`src/rtl/frame_launch_sequencer.sv`:
```
// Per-frame launch sequencer: clears the framebuffer, writes the frame angle into
// a warp parameter register, launches one warp, waits for its exit and reports the frame.
module frame_launch_sequencer #(
  parameter int          NUM_FRAMES     = 48,
  parameter logic [15:0] ANGLE_STEP     = 16'h0555,
  parameter logic [31:0] FB_BASE        = 32'h2000,
  parameter int          FB_WORDS       = 128,
  parameter logic [7:0]  PARAM_REG      = 8'd15,
  parameter logic [31:0] LAUNCH_PC      = 32'h0,
  parameter logic [31:0] LAUNCH_MASK    = 32'h1,
  parameter int          TIMEOUT_CYCLES = 5_000_000
) (
  input  logic        clk,
  input  logic        rst,
  input  logic        start,
  output logic        busy,
  output logic        done,
  output logic        timeout_err,
  output logic        mem_wr_valid,
  input  logic        mem_wr_ready,
  output logic [31:0] mem_wr_addr,
  output logic [31:0] mem_wr_data,
  output logic        param_we,
  output logic [7:0]  param_reg,
  output logic [31:0] param_data,
  output logic        launch_valid,
  input  logic        launch_ready,
  output logic [31:0] launch_pc,
  output logic [31:0] launch_mask,
  input  logic        warp_exit,
  output logic        frame_valid,
  input  logic        frame_ready,
  output logic [7:0]  frame_idx
);

  // state  | meaning
  // IDLE   | waiting for start
  // CLEAR  | zeroing FB_WORDS framebuffer words
  // PARAM  | one-cycle angle write into the warp parameter register
  // LAUNCH | offering the warp launch until accepted
  // RUN    | waiting for warp exit, bounded by the timeout down-counter
  // REPORT | offering the finished frame to the consumer
  // DONE   | one-cycle end-of-run pulse
  typedef enum logic [2:0] {
    IDLE, CLEAR, PARAM, LAUNCH, RUN, REPORT, DONE
  } state_t;

  localparam int WC_W = (FB_WORDS > 1) ? $clog2(FB_WORDS) : 1;
  localparam int TO_W = (TIMEOUT_CYCLES > 1) ? $clog2(TIMEOUT_CYCLES) : 1;

  state_t          state, next_state;
  logic [WC_W-1:0] word_cnt;
  logic [TO_W-1:0] to_cnt;
  logic [15:0]     angle;
  logic            last_word;
  logic            last_frame;
  logic            to_tc;

  assign last_word  = (word_cnt == WC_W'(FB_WORDS - 1));
  assign last_frame = (frame_idx == 8'(NUM_FRAMES - 1));
  assign to_tc      = (to_cnt == '0);

  always_comb begin
    next_state   = state;
    mem_wr_valid = 1'b0;
    param_we     = 1'b0;
    launch_valid = 1'b0;
    frame_valid  = 1'b0;
    done         = 1'b0;
    case (state)
      IDLE:   if (start) next_state = CLEAR;
      CLEAR: begin
        mem_wr_valid = 1'b1;
        if (mem_wr_ready && last_word) next_state = PARAM;
      end
      PARAM: begin
        param_we   = 1'b1;
        next_state = LAUNCH;
      end
      LAUNCH: begin
        launch_valid = 1'b1;
        if (launch_ready) next_state = RUN;
      end
      // exit takes priority over a coincident terminal count
      RUN:    if (warp_exit || to_tc) next_state = REPORT;
      REPORT: begin
        frame_valid = 1'b1;
        if (frame_ready) next_state = last_frame ? DONE : CLEAR;
      end
      DONE: begin
        done       = 1'b1;
        next_state = IDLE;
      end
      default: next_state = IDLE;
    endcase
  end

  always_ff @(posedge clk) begin
    if (rst) begin
      state       <= IDLE;
      word_cnt    <= '0;
      to_cnt      <= '0;
      angle       <= '0;
      frame_idx   <= '0;
      timeout_err <= 1'b0;
    end else begin
      state <= next_state;
      case (state)
        IDLE: begin
          if (start) begin
            word_cnt    <= '0;
            angle       <= '0;
            frame_idx   <= '0;
            timeout_err <= 1'b0;
          end
        end
        CLEAR: begin
          if (mem_wr_ready) word_cnt <= last_word ? '0 : word_cnt + 1'b1;
        end
        LAUNCH: begin
          if (launch_ready) to_cnt <= TO_W'(TIMEOUT_CYCLES - 1);
        end
        RUN: begin
          if (!warp_exit) begin
            if (to_tc) timeout_err <= 1'b1;
            else       to_cnt      <= to_cnt - 1'b1;
          end
        end
        REPORT: begin
          if (frame_ready && !last_frame) begin
            frame_idx <= frame_idx + 8'd1;
            angle     <= angle + ANGLE_STEP;
            word_cnt  <= '0;
          end
        end
        default: ;
      endcase
    end
  end

  assign busy        = (state != IDLE);
  assign mem_wr_addr = mem_wr_valid ? (FB_BASE + (32'(word_cnt) << 2)) : 32'h0;
  assign mem_wr_data = 32'h0;
  assign param_reg   = PARAM_REG;
  assign param_data  = param_we ? {16'h0, angle} : 32'h0;
  assign launch_pc   = LAUNCH_PC;
  assign launch_mask = LAUNCH_MASK;

endmodule

```
`config.mk`:
```
export PLATFORM = sky130hd
export DESIGN_NAME = frame_launch_sequencer
export DESIGN_NICKNAME = d
export VERILOG_FILES = /design/src/rtl/frame_launch_sequencer.sv
export SDC_FILE = /design/constraint.sdc
export NUM_CORES = 1
export LEC_CHECK = 0
export ABC_CLOCK_PERIOD_IN_PS = 2650
export BUFFER_PORTS_ARGS = -buffer_cell sky130_fd_sc_hd__buf_2
export CORE_MARGIN = 3
export CORE_UTILIZATION = 49
export CTS_CLUSTER_DIAMETER = 100
export DETAILED_ROUTE_END_ITERATION = 6
export PLACE_DENSITY_LB_ADDON = 0.05
export SETUP_SLACK_MARGIN = 0.1
export SLEW_MARGIN = 15
export SYNTH_ARGS = -nofsm -noshare
export SYNTH_HDL_FRONTEND = slang
export SYNTH_SLANG_ARGS = --single-unit
```
`constraint.sdc`:
```
create_clock -name clk -period 2.65 [get_ports clk]
set_input_delay 0 -clock clk [delete_from_list [all_inputs] [get_ports clk]]
set_output_delay 0 -clock clk [all_outputs]
set_load 0.01 [all_outputs]
```
==> impl_metrics.py, run 1 <==
metrics = {
    "synthesis": {
        "netlist_area_sq_um": 4330,
        "postSynth.asyncResetShare_pct": 0,
        "synth.largest_area_cell": "dfxtp_1",
        "yosys.area.top_type_share_pct": 26.8,
        "yosysMostFrequentCell": "buf_4",
        "syn_inst": 543,
        "seq_area_frac_synth_pct": 26.8,
        "synthTopCellsByCount": "buf_4 (146), dfxtp_1 (58), nor2_1 (40), a21oi_1 (34), nand2_1 (27)",
        "ys_types": 62,
        "avgSynthCellArea_sq_um": 7.97,
        "yosys_warnings": 0,
        "synth_area_leaders": "dfxtp_1 (27%), buf_4 (25%), a21oi_1 (3.9%)",
        "synth-seq-cells": 58,
        "synth_edf_count": 0,
        "yosys_most_used_dff": "dfxtp_1",
    },
    "cts": {
        "cts.sinks": 58,
        "cts_resized": 0,
        "clockRootBuffer": "clkbuf_8",
        "cts_buffers": 9,
        "htree_levels": 3,
        "cts.path.max_buffers": 2,
        "cts_setup_buffers": 0,
        "ctsHoldBuffers": 0,
        "path_clk_slew_ps": 60,
        "clk_latency_ps": 330,
        "cts_tree": "done",
    },
    "timing": {
        "rsz0062_at_grt": "false",
        "max_freq_mhz": 420,
        "post-route-period-util_pct": 89.7,
        "final.min_clock_period_ps": 2380,
        "fin_tns_setup_ps": 0,
        "finalSetupViolCount": 0,
        "fin_skew_ps": 12.0,
        "finalHoldViolations": 0,
        "slew_headroom_pct": 48.8,
        "worstMarginPinSlew_ps": 765,
        "final_max_slew_viol_count": 0,
    },
    "die": {
        "die_w_microns": 100,
        "rows": 33,
        "fp.coreArea_sq_um": 8380,
        "pin_count": 190,
        "die_area_sq_um": 10000,
        "dieHeight_microns": 100,
        "start_util_pct": 51.6,
    },
    "critical_path": {
        "slowest_stage": "or4b_2",
        "path_class": "reg2reg",
        "crit_family": "simple AND/OR/NAND/NOR gates",
        "critPathRequiredTime_ps": 2890,
        "crit_buf_inv": 1,
        "cp_cell_sequence": "inv_1 -> ha_1 -> or4b_2 -> nor2_1 -> a31oi_1 -> a21o_1 -> a211oi_1",
        "start_kind": "register",
        "reg2reg_slack_ps": 270,
        "worstPathArrival_ps": 2610,
        "endpoint_kind": "register",
        "critical_path.max_fanout": 9,
        "max_stage_delay_ps": 680,
    },
    "final_layout": {
        "fin_nets": 600,
        "seqCellArea_sq_um": 1160,
        "finish.instance_area_sq_um": 4350,
        "insertedDiodeCount": 0,
        "multi_input_area_sq_um": 2510,
        "layout-drive-gt1-share_pct": 15.9,
        "area.growth.synth_to_final_pct": 0.463,
        "nFillCells": 838,
    },
    "global_routing": {
        "grt_antenna_before_repair": 0,
        "grt-ovfl-total": 0,
        "grt_pass1_vias": 3014,
        "track_usage_pct": 17.4,
        "grt_pass1_wl_microns": 14300,
        "grt_max_degree": 29,
    },
    "placement": {
        "dp_hpwl_microns": 6800,
        "io_buffers": 45,
        "placed_cell_area_sq_um": 4140,
        "gp_congestion": 0.806,
    },
    "detailed_routing": {
        "vias_per_cell": 4.97,
        "wire_per_inst_microns": 13.0,
        "drc": 0,
        "drt-initial-drc-count": 122,
        "drt-total-wl_microns": 9080,
        "drtPass1Iterations": 4,
        "vias": 3468,
        "ant_nets": 0,
    },
    "status": {
        "status": "completed",
    },
    "job": {
        "cap_violations": 0,
    },
    "power_and_ir_drop": {
        "ir_drop_mv": 0.435,
        "leakagePower_uw": 0.00210,
        "p_per_area_nw_per_um2": 668,
    },
    "hold_path": {
        "worst_hold_path_type": "in2reg",
    },
}
## through the flow
stage | util, % | hold WS (ps) | setup slack (ps) | std cells | power, uW
global route | 51.9 | 45.6 | 148 | 698 | 3110
global placement | 49.3 | 372 | 325 | 683 | 2050
CTS | 51.8 | 7.57 | 269 | 698 | 2920
finish | 51.9 | 31.3 | 272 | 698 | 2900
floorplan | - | 205 | 424 | 685 | 1970
detailed placement | 49.3 | 367 | 281 | 683 | 2060
## power breakdown
| part | total [uW] | switching [uW] | leakage [uW] | internal, uW |
|---|---|---|---|---|
| Sequential | 1050 | 110 | 0.000469 | 945 |
| Clock | 849 | 343 | 0.000106 | 505 |
| Combinational | 999 | 637 | 0.00153 | 363 |
| Total | 2900 | 1090 | 0.00210 | 1810 |
## path summary, 6_finish.rpt
kind           startpoint  cells after the start    endpoint
max             to_cnt[0]                      7    state[0]
min          launch_ready                      4    state[1]
max reg2reg     to_cnt[0]                      7    state[0]
min reg2reg    to_cnt[15]                      2  to_cnt[15]
## cell families (layout without fill, tap and decap cells)
family,after synthesis,after routing,share of synthesized area (%)
adder cells (fa/ha/maj),4,4,1.16
buffers and inverters,173,81,27.9
AO/OA/AOI/OAI,106,106,16.0
flip-flops,58,58,26.8
multiplexers,6,6,1.39
other,2,144,0.174
AND/OR/NAND/NOR,179,179,23.5
XOR/XNOR,15,15,3.04
## area by class of cell
type                            count  share of cell area, %
Clock buffer                       13                   3.88
Clock inverter                      2                  0.806
Inverter                           10                  0.863
Multi-Input combinational cell    454                   57.6
Sequential cell                    58                   26.7
Tap cell                          105                   3.02
Timing Repair Buffer               56                   7.08
## registers in the layout, indices dropped and copies added, names as in the netlist
name	cells
to_cnt	23
frame_idx	8
timeout_err	1
state	3
word_cnt	7
angle	16
## cells in the final DEF (no fill, tap or decap), drive strengths merged, types with 3 or more instances in the layout
master and instances:
conb 144, dfxtp 58, buf 56, nor2 40
a21oi 34, nand2 28, and2 23, o21ai 16
or4 15, or3 14, clkbuf 13, inv 10
nor3 9, a31oi 9, xor2 9, nand3 8
or2 7, o31ai 7, nor4 6, mux2i 6
a211oi 6, xnor2 6, nand2b 5, a311oi 4
nand4 4, o21a 4, ha 4, and3 3
nand3b 3, o2111ai 3, o21bai 3, a21o 3
or4b 3
## per-layer routing
layer	vias up	part of all wire, %	global-route usage [%]
met3	11	8.5	3.34
met2	158	46	28.4
met1	1587	44	23.3
li1	1712	-	-
met4	0	1.3	5.49
met5	-	0	0
## tightest hold or removal path: cells and delay by family
| kind | cells | cell delay, ps |
|---|---|---|
| compound gates | 2 | 120 |
| buf+inv | 1 | 120 |
| simple gates | 1 | 60 |
Power figures use the tool's default switching activity.
==> run 2: changes to the inputs <==
--- a/config.mk
+++ b/config.mk
@@ -6,5 +6,5 @@
 export NUM_CORES = 1
 export LEC_CHECK = 0
-export ABC_CLOCK_PERIOD_IN_PS = 2650
+export ABC_CLOCK_PERIOD_IN_PS = 2300
 export BUFFER_PORTS_ARGS = -buffer_cell sky130_fd_sc_hd__buf_2
 export CORE_MARGIN = 3
==> constraint.sdc (replaced) <==
create_clock -name clk -period 2.3 [get_ports clk]
set_input_delay 0.23 -clock clk [delete_from_list [all_inputs] [get_ports clk]]
set_output_delay 0.23 -clock clk [all_outputs]
set_load 0.01 [all_outputs]
==> run 2 against run 1 <==
Compared with the run above:
- setup slack got worse by 180 ps
- highest routed layer unchanged
- design area rose by 4.0%
- critical path type unchanged
- total power rose by 19%
- non-clock buffer count rose by 17
- final cell count rose by 2.6%
==> impl_metrics.py, run 2 (synthesis gave the netlist of run 1 again) <==
metrics = {
    "status": {
        "status": "completed",
    },
    "global_routing": {
        "track_usage_pct": 18.2,
        "grt-ovfl-total": 0,
        "grt_max_degree": 28,
        "grt_pass1_vias": 3059,
        "grt_pass1_wl_microns": 14900,
        "grt_antenna_before_repair": 0,
    },
    "final_layout": {
        "insertedDiodeCount": 0,
        "area.growth.synth_to_final_pct": 4.48,
        "fin_nets": 617,
        "largest_reg_flops": 23,
        "nFillCells": 829,
        "largest_register": "to_cnt",
        "top_regs": "to_cnt: 23 flops, angle: 16 flops, frame_idx: 8 flops",
        "seqCellArea_sq_um": 1170,
        "mostFrequentLayoutCells": "conb_1 (144), dfxtp_1 (53), buf_2 (45)",
        "multi_input_area_sq_um": 2550,
        "layout-drive-gt1-share_pct": 20.9,
        "final_common_cell": "conb_1",
    },
    "critical_path": {
        "critPathRequiredTime_ps": 2580,
        "path_class": "reg2reg",
        "crit_family": "simple AND/OR/NAND/NOR gates",
        "crit_top_cell": "or4_4",
        "start_kind": "register",
        "endpoint_kind": "register",
        "max_stage_delay_ps": 550,
        "critical_path.max_fanout": 5,
        "worstPathArrival_ps": 2490,
        "cp_cell_sequence": "or4_4 -> or3_4 -> or4_4 -> or4_1 -> nand2_1",
        "crit_buf_inv": 0,
        "slowest_stage": "or4_4",
    },
    "timing": {
        "rsz0062_at_grt": "true",
        "finalHoldWorstSlack_ps": 248,
        "fin_tns_setup_ps": 0,
        "finalSetupViolCount": 0,
        "max_freq_mhz": 453,
        "final.min_clock_period_ps": 2210,
        "finalHoldViolations": 0,
        "post-route-period-util_pct": 95.9,
        "final_max_slew_viol_count": 0,
        "setup_slack_ps": 93.9,
        "fin_skew_ps": 5.62,
    },
    "cts": {
        "cts_tree": "done",
        "clockRootBuffer": "clkbuf_8",
        "cts_buffers": 9,
        "cts.sinks": 58,
        "htree_levels": 3,
        "cts.path.max_buffers": 2,
        "ctsHoldBuffers": 0,
        "clk_latency_ps": 340,
        "path_clk_slew_ps": 70,
    },
    "die": {
        "pin_count": 190,
        "fp.coreArea_sq_um": 8380,
        "dieHeight_microns": 100,
        "start_util_pct": 51.6,
        "die_w_microns": 100,
        "die_area_sq_um": 10000,
        "rows": 33,
    },
    "power_and_ir_drop": {
        "leakagePower_uw": 0.00219,
        "ir_drop_mv": 0.396,
        "p_per_area_nw_per_um2": 762,
        "total_power_uw": 3450,
    },
    "placement": {
        "io_buffers": 45,
        "gp_congestion": 0.872,
        "dp_hpwl_microns": 7030,
        "dp_slack_ps": 90.7,
    },
    "detailed_routing": {
        "drt-total-wl_microns": 9520,
        "vias_per_cell": 4.87,
        "drc": 0,
        "drt-initial-drc-count": 133,
        "wire_per_inst_microns": 13.3,
        "drtPass1Iterations": 4,
        "vias": 3486,
        "ant_nets": 0,
    },
    "job": {
        "cap_violations": 0,
    },
    "hold_path": {
        "worst_hold_path_type": "in2reg",
    },
}
-- run 2: area by class of cell --
cell class | count | area share, %
Clock buffer | 11 | 3.35
Clock inverter | 5 | 1.16
Inverter | 10 | 0.830
Multi-Input combinational cell | 454 | 56.3
Sequential cell | 58 | 25.8
Tap cell | 105 | 2.91
Timing Repair Buffer | 73 | 9.63
-- run 2: where the power goes --
| group | switching (uW) | internal, uW |
|---|---|---|
| Clock | 419 | 553 |
| Sequential | 109 | 1090 |
| Combinational | 773 | 502 |
| Total | 1300 | 2150 |
-- run 2: path summary, 6_finish.rpt --
path                      from          to  depth (start not counted)  slack [ps]
setup / recovery    to_cnt[12]  to_cnt[20]                          5          90
hold / removal    launch_ready    state[1]                          4         250
setup reg to reg    to_cnt[12]  to_cnt[20]                          5          90
hold reg to reg     to_cnt[15]  to_cnt[15]                          2         460
-- run 2: routing by layer --
layer  GRT usage [%]  vias up  routed length, microns
met5               0        -                       0
met4            6.22        0                     116
met3            4.24       10                     706
met2            28.5      138                    4420
met1            24.6     1595                    4280
li1                -     1743                       -
-- run 2: worst register-to-register path: stages (launching register included) --
cell and delay, ps:
dfxtp_2 330, or4_4 550, or3_4 360, or4_4 450
or4_1 400, nand2_1 70
-- run 2: timing repair --
action	CTS	global route
gates resized for setup	1	16
setup endpoints to repair	7	32
buffers inserted	0	4
pin swaps	1	1
-- run 2: per-stage QoR --
step / area (sq um) / instances / util, %
2_1_floorplan: 4860 / 685 / -
3_3_place_gp: 4240 / 696 / 50.5
3_5_place_dp: 4240 / 696 / 50.5
4_1_cts: 4440 / 712 / 53.0
5_1_grt: 4520 / 716 / 53.9
6_report: 4520 / 716 / 53.9
==> run 3: changes to the inputs <==
REMOVE_ABC_BUFFERS = 1   (was unset)
==> run 3 against run 2 <==
Compared with the run above:
- sequential cell count stayed put
- sequential share of layout area is 0.10 points higher
- non-clock buffer count is 1 higher
- fmax about the same
- register-to-register slack hardly changed
==> impl_metrics.py, run 3 (synthesis gave the netlist of run 1 again) <==
metrics = {
    "placement": {
        "placed_cell_area_sq_um": 4250,
        "dp_slack_ps": 78.2,
        "dp_hpwl_microns": 7000,
        "io_buffers": 45,
        "gp_congestion": 0.864,
    },
    "final_layout": {
        "fin_nets": 618,
        "nFillCells": 851,
        "top_regs": "to_cnt: 23 flops, angle: 16 flops, frame_idx: 8 flops",
        "largest_register": "to_cnt",
        "layout-drive-gt1-share_pct": 19.4,
        "area.growth.synth_to_final_pct": 3.73,
        "insertedDiodeCount": 0,
        "largest_reg_flops": 23,
        "final_core_util_pct": 53.6,
        "mostFrequentLayoutCells": "conb_1 (144), dfxtp_1 (56), buf_2 (45)",
        "finish.instance_area_sq_um": 4490,
        "final_common_cell": "conb_1",
    },
    "hold_path": {
        "worst_hold_path_type": "in2reg",
        "holdCritStartpoint": "launch_ready",
        "hold_depth": 4,
        "whs_endpoint": "state[1]",
    },
    "power_and_ir_drop": {
        "leakagePower_uw": 0.00218,
        "p_sw_uw": 1270,
        "ir_drop_mv": 0.322,
        "p_comb_share_pct": 37.2,
        "seqPwrFrac_pct": 36.0,
        "netSwitchingFraction_pct": 38.0,
        "p_per_area_nw_per_um2": 746,
        "power_frac_clock_pct": 26.8,
        "internal_power_uw": 2080,
    },
    "global_routing": {
        "grt-ovfl-total": 0,
        "grt_antenna_before_repair": 0,
        "grt_pass1_vias": 3031,
        "grt_max_degree": 18,
        "track_usage_pct": 17.9,
        "grt_pass1_wl_microns": 14600,
    },
    "critical_path": {
        "critPathRequiredTime_ps": 2580,
        "crit_buf_inv": 0,
        "worst_r2r_endpoint": "to_cnt[20]",
        "critical_path.max_fanout": 4,
        "max_stage_delay_ps": 550,
        "worstRegToRegCells": 5,
        "crit_family": "simple AND/OR/NAND/NOR gates",
        "cp_cell_sequence": "or4_4 -> or3_4 -> or4_4 -> or4_1 -> nand2_1",
        "start_kind": "register",
        "slowest_stage": "or4_4",
        "reg2reg_slack_ps": 90,
        "r2r_start": "to_cnt[11]",
        "crit_top_cell": "or4_4",
        "path_class": "reg2reg",
        "worstPathArrival_ps": 2490,
        "endpoint_kind": "register",
    },
    "timing": {
        "rsz0062_at_grt": "true",
        "final.min_clock_period_ps": 2210,
        "finalHoldViolations": 0,
        "max_freq_mhz": 454,
        "post-route-period-util_pct": 95.9,
        "worstMarginPinSlew_ps": 582,
        "finalSetupViolCount": 0,
        "fin_skew_ps": 6.64,
        "finalHoldWorstSlack_ps": 227,
        "fin_tns_setup_ps": 0,
        "slew_headroom_pct": 60.8,
        "final_max_slew_viol_count": 0,
        "setup_slack_ps": 95.0,
    },
    "detailed_routing": {
        "vias_per_cell": 4.96,
        "drt-total-wl_microns": 9390,
        "ant_nets": 0,
        "drtPass1Iterations": 4,
        "drt-initial-drc-count": 108,
        "wire_per_inst_microns": 13.1,
        "drc": 0,
        "vias": 3555,
    },
    "cts": {
        "cts_tree": "done",
        "cts.sinks": 58,
        "clockRootBuffer": "clkbuf_8",
        "path_clk_slew_ps": 70,
        "cts.path.max_buffers": 2,
        "cts_buffers": 9,
        "ctsHoldBuffers": 0,
        "htree_levels": 3,
        "clk_latency_ps": 340,
    },
    "status": {
        "status": "completed",
    },
    "die": {
        "dieHeight_microns": 100,
        "fp.coreArea_sq_um": 8380,
        "pin_count": 190,
        "rows": 33,
        "die_w_microns": 100,
        "die_area_sq_um": 10000,
        "start_util_pct": 51.6,
    },
    "job": {
        "cap_violations": 0,
    },
}
run 3: worst max path at each step:
| stage | from | to | slack (ps) | cells past startpoint |
|---|---|---|---|---|
| after floorplan | state[0] | to_cnt[3] | -100 | 5 |
| after global placement | to_cnt[10] | to_cnt[20] | 110 | 5 |
| after detailed placement | to_cnt[10] | to_cnt[20] | 80 | 5 |
| after CTS | to_cnt[11] | to_cnt[20] | 80 | 5 |
| after global routing | to_cnt[11] | to_cnt[20] | 20 | 5 |
| final | to_cnt[11] | to_cnt[20] | 90 | 5 |
run 3: cell type report:
cell class,count,area [sq um],area share [%]
Tap cell,105,131,2.93
Inverter,10,37.5,0.836
Multi-Input combinational cell,454,2530,56.5
Sequential cell,58,1160,25.9
Timing Repair Buffer,74,443,9.87
Clock buffer,13,139,3.09
Clock inverter,3,40.0,0.892
run 3: metrics by stage:
step	cells	power (uW)
floorplan	522	2020
global placement	698	2400
detailed placement	698	2420
CTS	715	3330
global route	717	3580
finish	717	3350
run 3: what timing repair did:
action / 4_1_cts / 5_1_grt
setup endpoints to repair: 8 / 27
buffers inserted: 1 / 2
pin swaps: 1 / 2
gates resized for setup: 2 / 11
run 3: worst register-to-register path: cells and delay by family, from the launching register on:
kind	cells	cell delay, ps
simple gates	5	1830
flops	1	330
run 3: layer usage:
metal / part of all wire, % / global-route usage, %
met2: 43 / 27.7
met3: 8.9 / 3.27
met5: 0 / 0
met1: 46 / 24.9
met4: 1.6 / 6.42
run 3: power groups by stage:
stage / clock (uW) / combinational, uW / sequential, uW
2_1_floorplan: 0 / 800 / 1220
3_3_place_gp: 0 / 1180 / 1220
3_5_place_dp: 0 / 1190 / 1220
4_1_cts: 918 / 1210 / 1200
5_1_grt: 965 / 1390 / 1220
6_report: 897 / 1250 / 1210
